--- src/rtl/vector_distance_unit_if.sv ---
// Element/result handshake bundle for vector_distance_unit.
// master drives element pairs and accepts results; slave is the engine.
interface vector_distance_unit_if #(
    parameter int ELEM_W = 8,
    parameter int ACC_W  = 32
);
    logic                     in_valid;
    logic                     in_ready;
    logic signed [ELEM_W-1:0] in_a;
    logic signed [ELEM_W-1:0] in_b;
    logic [1:0]               mode;
    logic                     out_valid;
    logic                     out_ready;
    logic signed [ACC_W-1:0]  out_data;
    logic                     out_overflow;

    modport master (
        output in_valid, in_a, in_b, mode, out_ready,
        input  in_ready, out_valid, out_data, out_overflow
    );

    modport slave (
        input  in_valid, in_a, in_b, mode, out_ready,
        output in_ready, out_valid, out_data, out_overflow
    );
endinterface

--- src/rtl/vector_distance_unit.sv ---
// Element-serial SSD / Euclid / dot / L1 engine with saturating accumulate.
// Optional VDU_MEAN_EN: divide the sum by VEC_LEN (toward zero) before output.
module vector_distance_unit #(
    parameter int ELEM_W  = 8,
    parameter int VEC_LEN = 8,
    parameter int ACC_W   = 32
) (
    input logic clk,
    input logic reset,
    vector_distance_unit_if.slave bus
);

    localparam int TW = 2 * ELEM_W + 2;
    localparam int SW = ((ACC_W > TW) ? ACC_W : TW) + 1;
    localparam int CW = $clog2(VEC_LEN);
    localparam int H  = ACC_W / 2;
    localparam int QW = $clog2(H);

    localparam logic [1:0] M_EUC = 2'b01;
    localparam logic [1:0] M_DOT = 2'b10;
    localparam logic [1:0] M_L1  = 2'b11;

    typedef enum logic [1:0] {
        S_ACCUM,
        S_SQRT,
        S_OUTPUT,
        S_MEAN
    } state_t;

    state_t state_q, state_d;

    logic signed [ACC_W-1:0] acc;
    logic                    ovf;
    logic [CW-1:0]           elem_cnt;
    logic [1:0]              mode_q;
    logic [H+1:0]            rem;
    logic [H-1:0]            root;
    logic [QW-1:0]           sq_cnt;
    logic signed [ACC_W-1:0] out_data_q;
    logic                    out_ovf_q;

    logic in_ready, out_valid, accept, last;
    logic [1:0] cur_mode;

    logic signed [ELEM_W:0]     d;
    logic [ELEM_W:0]            d_abs;
    logic signed [TW-1:0]       sq;
    logic signed [2*ELEM_W-1:0] prod;
    logic signed [TW-1:0]       term;
    logic signed [SW-1:0]       sum;
    logic [SW-ACC_W:0]          hi;
    logic                       fit;
    logic signed [ACC_W-1:0]    sat_val;
    logic signed [ACC_W-1:0]    acc_new;
    logic                       ovf_new;

    logic [H+3:0] rem_sh, trial;
    logic [H+1:0] rem_nx;
    logic [H-1:0] root_nx;

    assign accept   = bus.in_valid && in_ready;
    assign last     = elem_cnt == CW'(VEC_LEN - 1);
    assign cur_mode = (elem_cnt == '0) ? bus.mode : mode_q;

    // Per-element term selected by the effective (latched) mode.
    always_comb begin
        d = $signed({bus.in_a[ELEM_W-1], bus.in_a})
          - $signed({bus.in_b[ELEM_W-1], bus.in_b});
        d_abs = d[ELEM_W] ? 0 - d : d;
        sq    = d * d;
        prod  = bus.in_a * bus.in_b;
        term  = sq;
        unique case (cur_mode)
            M_DOT:   term = {{(TW-2*ELEM_W){prod[2*ELEM_W-1]}}, prod};
            M_L1:    term = {{(TW-ELEM_W-1){1'b0}}, d_abs};
            default: term = sq;
        endcase
    end

    // Wide add then clamp into the signed ACC_W range.
    always_comb begin
        sum = {{(SW-ACC_W){acc[ACC_W-1]}}, acc}
            + {{(SW-TW){term[TW-1]}}, term};
        hi  = sum[SW-1:ACC_W-1];
        fit = (&hi) || (~|hi);
        if (fit)
            sat_val = sum[ACC_W-1:0];
        else if (sum[SW-1])
            sat_val = {1'b1, {(ACC_W-1){1'b0}}};
        else
            sat_val = {1'b0, {(ACC_W-1){1'b1}}};
        acc_new = ovf ? acc : sat_val;
        ovf_new = ovf | ~fit;
    end

    // One restoring sqrt step; acc is the radicand shift register.
    always_comb begin
        rem_sh  = {rem, acc[ACC_W-1 -: 2]};
        trial   = {2'b00, root, 2'b01};
        rem_nx  = rem_sh[H+1:0];
        root_nx = {root[H-2:0], 1'b0};
        if (rem_sh >= trial) begin
            rem_nx  = rem_sh[H+1:0] - trial[H+1:0];
            root_nx = {root[H-2:0], 1'b1};
        end
    end

`ifdef VDU_MEAN_EN
    localparam int SH = $clog2(VEC_LEN);
    logic signed [ACC_W-1:0] bias, acc_b, acc_mean;

    // Bias negatives so the arithmetic shift truncates toward zero.
    always_comb begin
        bias     = acc[ACC_W-1] ? ACC_W'(VEC_LEN - 1) : ACC_W'(0);
        acc_b    = acc + bias;
        acc_mean = acc_b >>> SH;
    end
`endif

    // State register.
    always_ff @(posedge clk) begin
        if (reset)
            state_q <= S_ACCUM;
        else
            state_q <= state_d;
    end

    // Next-state and handshake outputs.
    always_comb begin
        state_d   = state_q;
        in_ready  = 1'b0;
        out_valid = 1'b0;
        case (state_q)
            S_ACCUM: begin
                in_ready = !reset;
                if (bus.in_valid && last) begin
`ifdef VDU_MEAN_EN
                    state_d = S_MEAN;
`else
                    state_d = (cur_mode == M_EUC) ? S_SQRT : S_OUTPUT;
`endif
                end
            end
            S_SQRT: begin
                if (sq_cnt == QW'(H - 1))
                    state_d = S_OUTPUT;
            end
            S_OUTPUT: begin
                out_valid = 1'b1;
                if (bus.out_ready)
                    state_d = S_ACCUM;
            end
`ifdef VDU_MEAN_EN
            S_MEAN: begin
                state_d = (mode_q == M_EUC) ? S_SQRT : S_OUTPUT;
            end
`endif
            default: state_d = S_ACCUM;
        endcase
    end

    // Accumulator, sqrt and result registers.
    always_ff @(posedge clk) begin
        if (reset) begin
            acc        <= '0;
            ovf        <= 1'b0;
            elem_cnt   <= '0;
            mode_q     <= '0;
            rem        <= '0;
            root       <= '0;
            sq_cnt     <= '0;
            out_data_q <= '0;
            out_ovf_q  <= 1'b0;
        end else begin
            case (state_q)
                S_ACCUM: begin
                    if (accept) begin
                        acc      <= acc_new;
                        ovf      <= ovf_new;
                        elem_cnt <= last ? '0 : elem_cnt + CW'(1);
                        if (elem_cnt == '0)
                            mode_q <= bus.mode;
                        if (last) begin
                            rem    <= '0;
                            root   <= '0;
                            sq_cnt <= '0;
`ifndef VDU_MEAN_EN
                            if (cur_mode != M_EUC) begin
                                out_data_q <= acc_new;
                                out_ovf_q  <= ovf_new;
                            end
`endif
                        end
                    end
                end
                S_SQRT: begin
                    acc    <= acc << 2;
                    rem    <= rem_nx;
                    root   <= root_nx;
                    sq_cnt <= sq_cnt + QW'(1);
                    if (sq_cnt == QW'(H - 1)) begin
                        out_data_q <= {{(ACC_W-H){1'b0}}, root_nx};
                        out_ovf_q  <= ovf;
                    end
                end
                S_OUTPUT: begin
                    if (bus.out_ready) begin
                        acc <= '0;
                        ovf <= 1'b0;
                    end
                end
`ifdef VDU_MEAN_EN
                S_MEAN: begin
                    acc <= acc_mean;
                    if (mode_q != M_EUC) begin
                        out_data_q <= acc_mean;
                        out_ovf_q  <= ovf;
                    end
                end
`endif
                default: ;
            endcase
        end
    end

    assign bus.in_ready     = in_ready;
    assign bus.out_valid    = out_valid;
    assign bus.out_data     = out_data_q;
    assign bus.out_overflow = out_ovf_q;

endmodule

--- src/flat_wrapper.sv ---
// flat-port wrapper written by rule: the top's interface ports become plain ports
module vector_distance_unit_flat 
#(
    parameter int ELEM_W  = 8,
    parameter int VEC_LEN = 8,
    parameter int ACC_W   = 32
)
  (clk, reset, bus_in_valid, bus_in_a, bus_in_b, bus_mode, bus_out_ready, bus_in_ready, bus_out_valid, bus_out_data, bus_out_overflow);
  vector_distance_unit_if #(.ELEM_W(ELEM_W), .ACC_W(ACC_W)) bus_i ();
  input logic clk;
  input logic reset;
  input wire logic [$bits(bus_i.in_valid)-1:0] bus_in_valid;
  input wire logic [$bits(bus_i.in_a)-1:0] bus_in_a;
  input wire logic [$bits(bus_i.in_b)-1:0] bus_in_b;
  input wire logic [$bits(bus_i.mode)-1:0] bus_mode;
  input wire logic [$bits(bus_i.out_ready)-1:0] bus_out_ready;
  output wire logic [$bits(bus_i.in_ready)-1:0] bus_in_ready;
  output wire logic [$bits(bus_i.out_valid)-1:0] bus_out_valid;
  output wire logic [$bits(bus_i.out_data)-1:0] bus_out_data;
  output wire logic [$bits(bus_i.out_overflow)-1:0] bus_out_overflow;
  assign bus_i.in_valid = bus_in_valid;
  assign bus_i.in_a = bus_in_a;
  assign bus_i.in_b = bus_in_b;
  assign bus_i.mode = bus_mode;
  assign bus_i.out_ready = bus_out_ready;
  assign bus_in_ready = bus_i.in_ready;
  assign bus_out_valid = bus_i.out_valid;
  assign bus_out_data = bus_i.out_data;
  assign bus_out_overflow = bus_i.out_overflow;
  vector_distance_unit #(.ELEM_W(ELEM_W), .VEC_LEN(VEC_LEN), .ACC_W(ACC_W)) u_core (.clk(clk), .reset(reset), .bus(bus_i));
endmodule
--- config.mk ---
export PLATFORM = sky130hd
export DESIGN_NAME = vector_distance_unit_flat
export DESIGN_NICKNAME = d
export VERILOG_FILES = /design/src/rtl/vector_distance_unit_if.sv /design/src/rtl/vector_distance_unit.sv /design/src/flat_wrapper.sv
export SDC_FILE = /design/constraint.sdc
export NUM_CORES = 1
export LEC_CHECK = 0
export ABC_CLOCK_PERIOD_IN_PS = 19090
export BUFFER_PORTS_ARGS = -buffer_cell sky130_fd_sc_hd__buf_2
export CAP_MARGIN = 20
export CELL_PAD_IN_SITES_DETAIL_PLACEMENT = 1
export CELL_PAD_IN_SITES_GLOBAL_PLACEMENT = 1
export CORE_AREA = 2 2 151 183
export CTS_CLUSTER_SIZE = 14
export DETAILED_ROUTE_END_ITERATION = 6
export DIE_AREA = 0 0 153 185
export PLACE_DENSITY = 0.85
export SLEW_MARGIN = 15
export SYNTH_ARGS = -nofsm -noshare
export SYNTH_HDL_FRONTEND = slang
export SYNTH_SLANG_ARGS = --single-unit
--- constraint.sdc ---
create_clock -name clk -period 19.09 [get_ports clk]
set_input_delay 0.9545 -clock clk [delete_from_list [all_inputs] [get_ports clk]]
set_output_delay 0.9545 -clock clk [all_outputs]
set_load 0.02 [all_outputs]
# After elaboration in Yosys (flattened, before gate mapping)
# Index checks and enable logic that the tools add are counted.
word_totals:
  inputBits: 22
  output_inout_bits: 35
  elab_cells: 94
  reg_bits: 111
op_classes:
  n_addsub: 6
  n_eq_ne: 14
  mul: 2
  n_mux: 41
  n_reduce_logical: 18
  n_lt_le_gt_ge: 1
  n_bitwise: 2
ops:
  columns: ["cell", "count"]
  rows:
  - ["32-bit two-way mux", 9]
  - ["32-bit one-hot mux with 3 select lines", 1]
  - ["18-bit one-hot mux with 2 select lines", 2]
  - ["32-bit one-hot mux with 2 select lines", 1]
  - ["18-bit two-way mux", 3]
  - ["32-bit by 18-bit adder with 33-bit output", 1]
  - ["16-bit two-way mux", 2]
  - ["16-bit one-hot mux with 2 select lines", 1]
  - ["20-bit by 18-bit greater-or-equal comparator with 1-bit output", 1]
  - ["9-bit by 9-bit multiplier with 18-bit output", 1]
  - ["18-bit subtractor", 1]
  - ["8-bit by 8-bit multiplier with 16-bit output", 1]
  - ["2-bit by 1-bit != test with 1-bit output, second input constant", 6]
  - ["3-bit AND reduction", 4]
  - ["2-bit two-way mux", 5]
  - ["1-bit two-way mux", 9]
  - ["9-bit two-way mux", 1]
  - ["1-bit by 9-bit subtractor with 9-bit output, first input constant", 1]
  - ["8-bit by 8-bit subtractor with 9-bit output", 1]
  - ["4-bit two-way mux", 2]
  - ["4-bit one-hot mux with 2 select lines", 1]
  - ["2-bit equality test, second input constant", 3]
  - ["2-bit one-hot mux with 3 select lines", 1]
  - ["5-bit AND reduction", 1]
  - ["other kinds (19)", 25]

# Longest topological paths before layout
logic_depth:
  ltp_word: 14
  depth_mapped: 45

# Worst setup path before layout
# Ideal clock, no wire load.
synth_timing:
  path_type: "input to register"
  from: "in bus_in_a[0]"
  to: "reg u_core.out_data_q[2], in the netlist u_core.bus.out_data[2]"
  path_stages: 44
  arrival_ps: 9947
  required_time_ps: 18956
  setup_time_ps: 134
  setup_slack_ps: 9010
  cell_sequence: "clkinv_1 ha_1 inv_1 fa_1 a21o_1 a21oi_1 o21bai_1 a21oi_1 nor2b_1 o22ai_2 inv_1 clkbuf_1 nor2_1 fa_1 inv_1 fa_1 inv_1 fa_1 (+8 left out) nand2b_1 a21oi_1 o21ai_0 o41ai_1 xnor2_1 a22o_1 ha_1 clkbuf_1 nand4_1 or3b_1 o21a_1 o2111ai_1 nand2_1 nor4_4 nor2_4 buf_6 a31oi_4 o22ai_1"
synth_via:
  elab_chain_len: 14
  elab_cells_between_ends: 18
synth_lines:
  columns: ["item", "line", "source"]
  rows:
  - ["from (decl)", "flat_wrapper.sv:13", "input wire logic [$bits(bus_i.in_a)-1:0] bus_in_a;"]
  - ["parallel branches: the longest is 3 deep, another holds 9-bit by 9-bit multiplier with 18-bit output", null, null]
  - ["18-bit one-hot mux with 2 select lines *", "vector_distance_unit.sv:73", "unique case (cur_mode)"]
  - ["32-bit by 18-bit adder with 33-bit output *", "vector_distance_unit.sv:83", "+ {{(SW-TW){term[TW-1]}}, term};"]
  - ["2-bit OR reduction", "vector_distance_unit.sv:85", "fit = (&hi) || (~|hi);"]
  - ["1-bit logical NOT", "vector_distance_unit.sv:85", null]
  - ["1-bit logical OR", "vector_distance_unit.sv:85", null]
  - ["32-bit two-way mux *", "vector_distance_unit.sv:86", "if (fit)"]
  - ["32-bit two-way mux *", "vector_distance_unit.sv:92", "acc_new = ovf ? acc : sat_val;"]
  - ["32-bit two-way mux *", "vector_distance_unit.sv:188", "if (cur_mode != M_EUC) begin"]
  - ["32-bit two-way mux *", "vector_distance_unit.sv:183", "if (last) begin"]
  - ["32-bit two-way mux *", "vector_distance_unit.sv:177", "if (accept) begin"]
  - ["32-bit one-hot mux with 2 select lines *", "vector_distance_unit.sv:175", "case (state_q)"]
  - ["to (signal assigned)", "vector_distance_unit.sv:189", "out_data_q <= acc_new;"]
  - ["to (signal assigned)", "vector_distance_unit.sv:202", "out_data_q <= {{(ACC_W-H){1'b0}}, root_nx};"]
  - ["to (decl)", "vector_distance_unit.sv:39", "logic signed [ACC_W-1:0] out_data_q;"]
# Mark *: on every way between the ends. The select of a mux whose other input is x is not followed.
# A chain may end at the register's enable or synchronous reset.

# Final worst setup path
layout_timing:
  from: "in bus_in_a[0]"
  to: "reg u_core.out_data_q[1], in the netlist u_core.bus.out_data[1]"
# The elaborated chain is that of the path after synthesis.

==> results.txt <==
layout net count = 1,985
Max Buffers Root-to-Sink = 2
FILL cells = 3,311
metal2 WL = 21,430 um
vias per cell = 6.025
largest net degree at the start of global routing = 58
placed insts = 2,032
Max Cap Viol = 0
GRT Residual Overflow = 0
Data required, critical path = 19.35 ns
Hold Crit Start = u_core.bus.out_data[17]
outcome = finished, final reports clean
CP endpoint kind = register
RSZ-0062 raised after global routing = false
setup_tns = 0 ns
Synth top area share = 16.95%
Critical Path Max Stage Delay = 0.60 ns
Die Area = 28,310 sq um
CP delay by family, top = compound AO/OA/AOI/OAI gates
Final Slew Violations = 0
CTS tree = done
share of layout cells above drive strength 1 = 6.913%
mapped cell area = 13,580 sq um
post_cts resized = 0
fraction of registers with async set or reset after synthesis = 0%
Tot GR Track Use = 29.69%
global-route wire length before repair = 68,210 um
clock sink count = 111
Area contributors post-synth = fa_1 (17%), dfxtp_1 (16%), ha_1 (13%)
final wirelength = 41,730 um
initial antenna violation count = 0
EDFF count, synth = 0
First-pass DRT Iterations = 5
DRC errors left = 0
dominant synthesized flop cell = dfxtp_1
final std cells w/o fill = 2,047
synthesized net count = 1,978
slew margin rel. = 27.79%
Setup violations, final = 0
worst hold path type = register to register
H-Tree Level Count = 3
clk slew on worst S/H paths = 0.08 ns
pre-CTS WS = 7.312 ns
syn avg cell area = 8.007 sq um
Vert. Die Dim = 185 um
R2R Path Start = u_core.elem_cnt[0]
DP HPWL = 33,510 um
WL per Instance = 20.38 um
Post-CTS Hold Buffers = 0
commonest cells after routing, fill and taps aside = inv_1 (202), nand2_1 (182), ha_1 (145)
ANT cells = 0
commonest non-fill, non-tap cell in the layout = inv_1
startpoint class of the critical path = input pin
initial DRC count = 738
CORE AREA = 26,670 sq um
routed wl met3 = 1487 um
gpl congestion = 0.9271
period utilization = 59.93%
worst-skew pair later-pin latency = 0.36 ns
number of global-route vias before repair = 13,250
M1 WL = 17,130 um
clk_skew = 0.01205 ns
Tmin final = 11.44 ns
Worst Path Max Fanout = 26
WP buf/inv = 9
Final WS setup = 7.649 ns
Arrival @ worst endpoint = 11.70 ns
CP Class = input pin to register
Critical Path Source = bus_in_a[0]
worst-margin pin slew = 1.080 ns
PortBufs = 56
area leader, netlist = fa_1
Layout area overhead = 5.740%
Mapped Cells = 1,696
Initial Util = 50.91%
via count = 12,330
IO Count = 57
Hold Vio Cnt, Final = 0
Unique masters post-synth = 81
Die Width = 153 um
Max Used Layer = met4
CTS buffer count = 9
fmax = 87.41 MHz
slowest CP cell = a22o_1
root buf cell = clkbuf_16
Post-CTS Repair Setup Buffers = 0
Yosys Warn Count = 0
Seq/Total Area, Yosys = 16.36%
Cell Rows = 66
Seq cells post-synth = 111
antenna-violating nets left = 0
## worst register-to-register path, cell delays in order, from the launching register on
cell       delay, ns
dfxtp_1         0.34
inv_1           0.07
ha_1            0.14
nor2b_1         0.34
mux2_2          0.53
nand2_1         0.29
nor2_1          0.07
a21oi_1         0.22
ha_1            0.25
inv_1           0.07
fa_1            0.37
nand2b_1        0.25
a21oi_1         0.32
o21ai_2         0.16
o2111ai_2       0.28
a221o_1         0.26
o2111a_2        0.28
nor4_4          0.07
nor2_4          0.49
buf_4           0.38
o21ai_0         0.18
o41ai_1         0.31
## kinds of logic after synthesis
kind of cell	count (synthesis)	synth area share [%]
compound gates	456	21.49
xor+xnor	89	5.740
fa+ha+maj	260	30.31
buf+inv	278	8.015
flops	111	16.36
mux	17	1.308
simple gates	485	16.78
## metrics by stage
step | area, sq um | util [%] | hold WS (ns)
floorplan | 13580 | - | 0.4319
global placement | 14080 | 52.79 | 0.4302
detailed placement | 14080 | 52.79 | 0.4337
CTS | 14360 | 53.84 | 0.4462
global route | 14360 | 53.84 | 0.4756
finish | 14360 | 53.84 | 0.4432
## synthesized netlist by cell type (all sizes together), types with 50 or more instances
cell / count
nand3: 50
o21ai: 91
fa: 115
xnor2: 58
nand2: 182
dfxtp: 111
a21oi: 148
ha: 145
clkbuf: 59
inv: 203
nor2: 108
## layout make-up
| class | instances | area (sq um) | share of cell area, % |
|---|---|---|---|
| clock inverters | 5 | 40.04 | 0.2788 |
| flip-flops and latches | 111 | 2222 | 15.47 |
| inverters | 206 | 773.2 | 5.385 |
| clock buffers | 10 | 239.0 | 1.664 |
| well taps | 340 | 425.4 | 2.962 |
| multi-input cells | 1307 | 10290 | 71.66 |
| repair buffers | 68 | 370.4 | 2.579 |
## state kept, by name, indices dropped and copies added (netlist names)
name and count:
u_core.sq_cnt 4, u_core.mode_q 2, u_core.root 16, u_core.bus.out_overflow 1, u_core.ovf 1, u_core.bus.out_data 32
u_core.elem_cnt 3, u_core.state_q 2, u_core.rem 18, u_core.acc 32
## worst paths after layout
check	end	slack, ns	cells past startpoint
max	u_core.bus.out_data[1]	7.65	43
min	u_core.bus.out_data[17]	0.44	2
max reg2reg	u_core.bus.out_data[1]	13.32	21
min reg2reg	u_core.bus.out_data[17]	0.44	2
## routing by layer
metal | global-route usage, % | vias up
met5 | 0 | -
met4 | 12.81 | 0
met3 | 2.293 | 95
met2 | 54.76 | 320
li1 | - | 5838
met1 | 35.56 | 6080
Power is left out: the tool's default activity adds up to more than one toggle a clock period on the data nets, which glitch-free logic cannot reach.
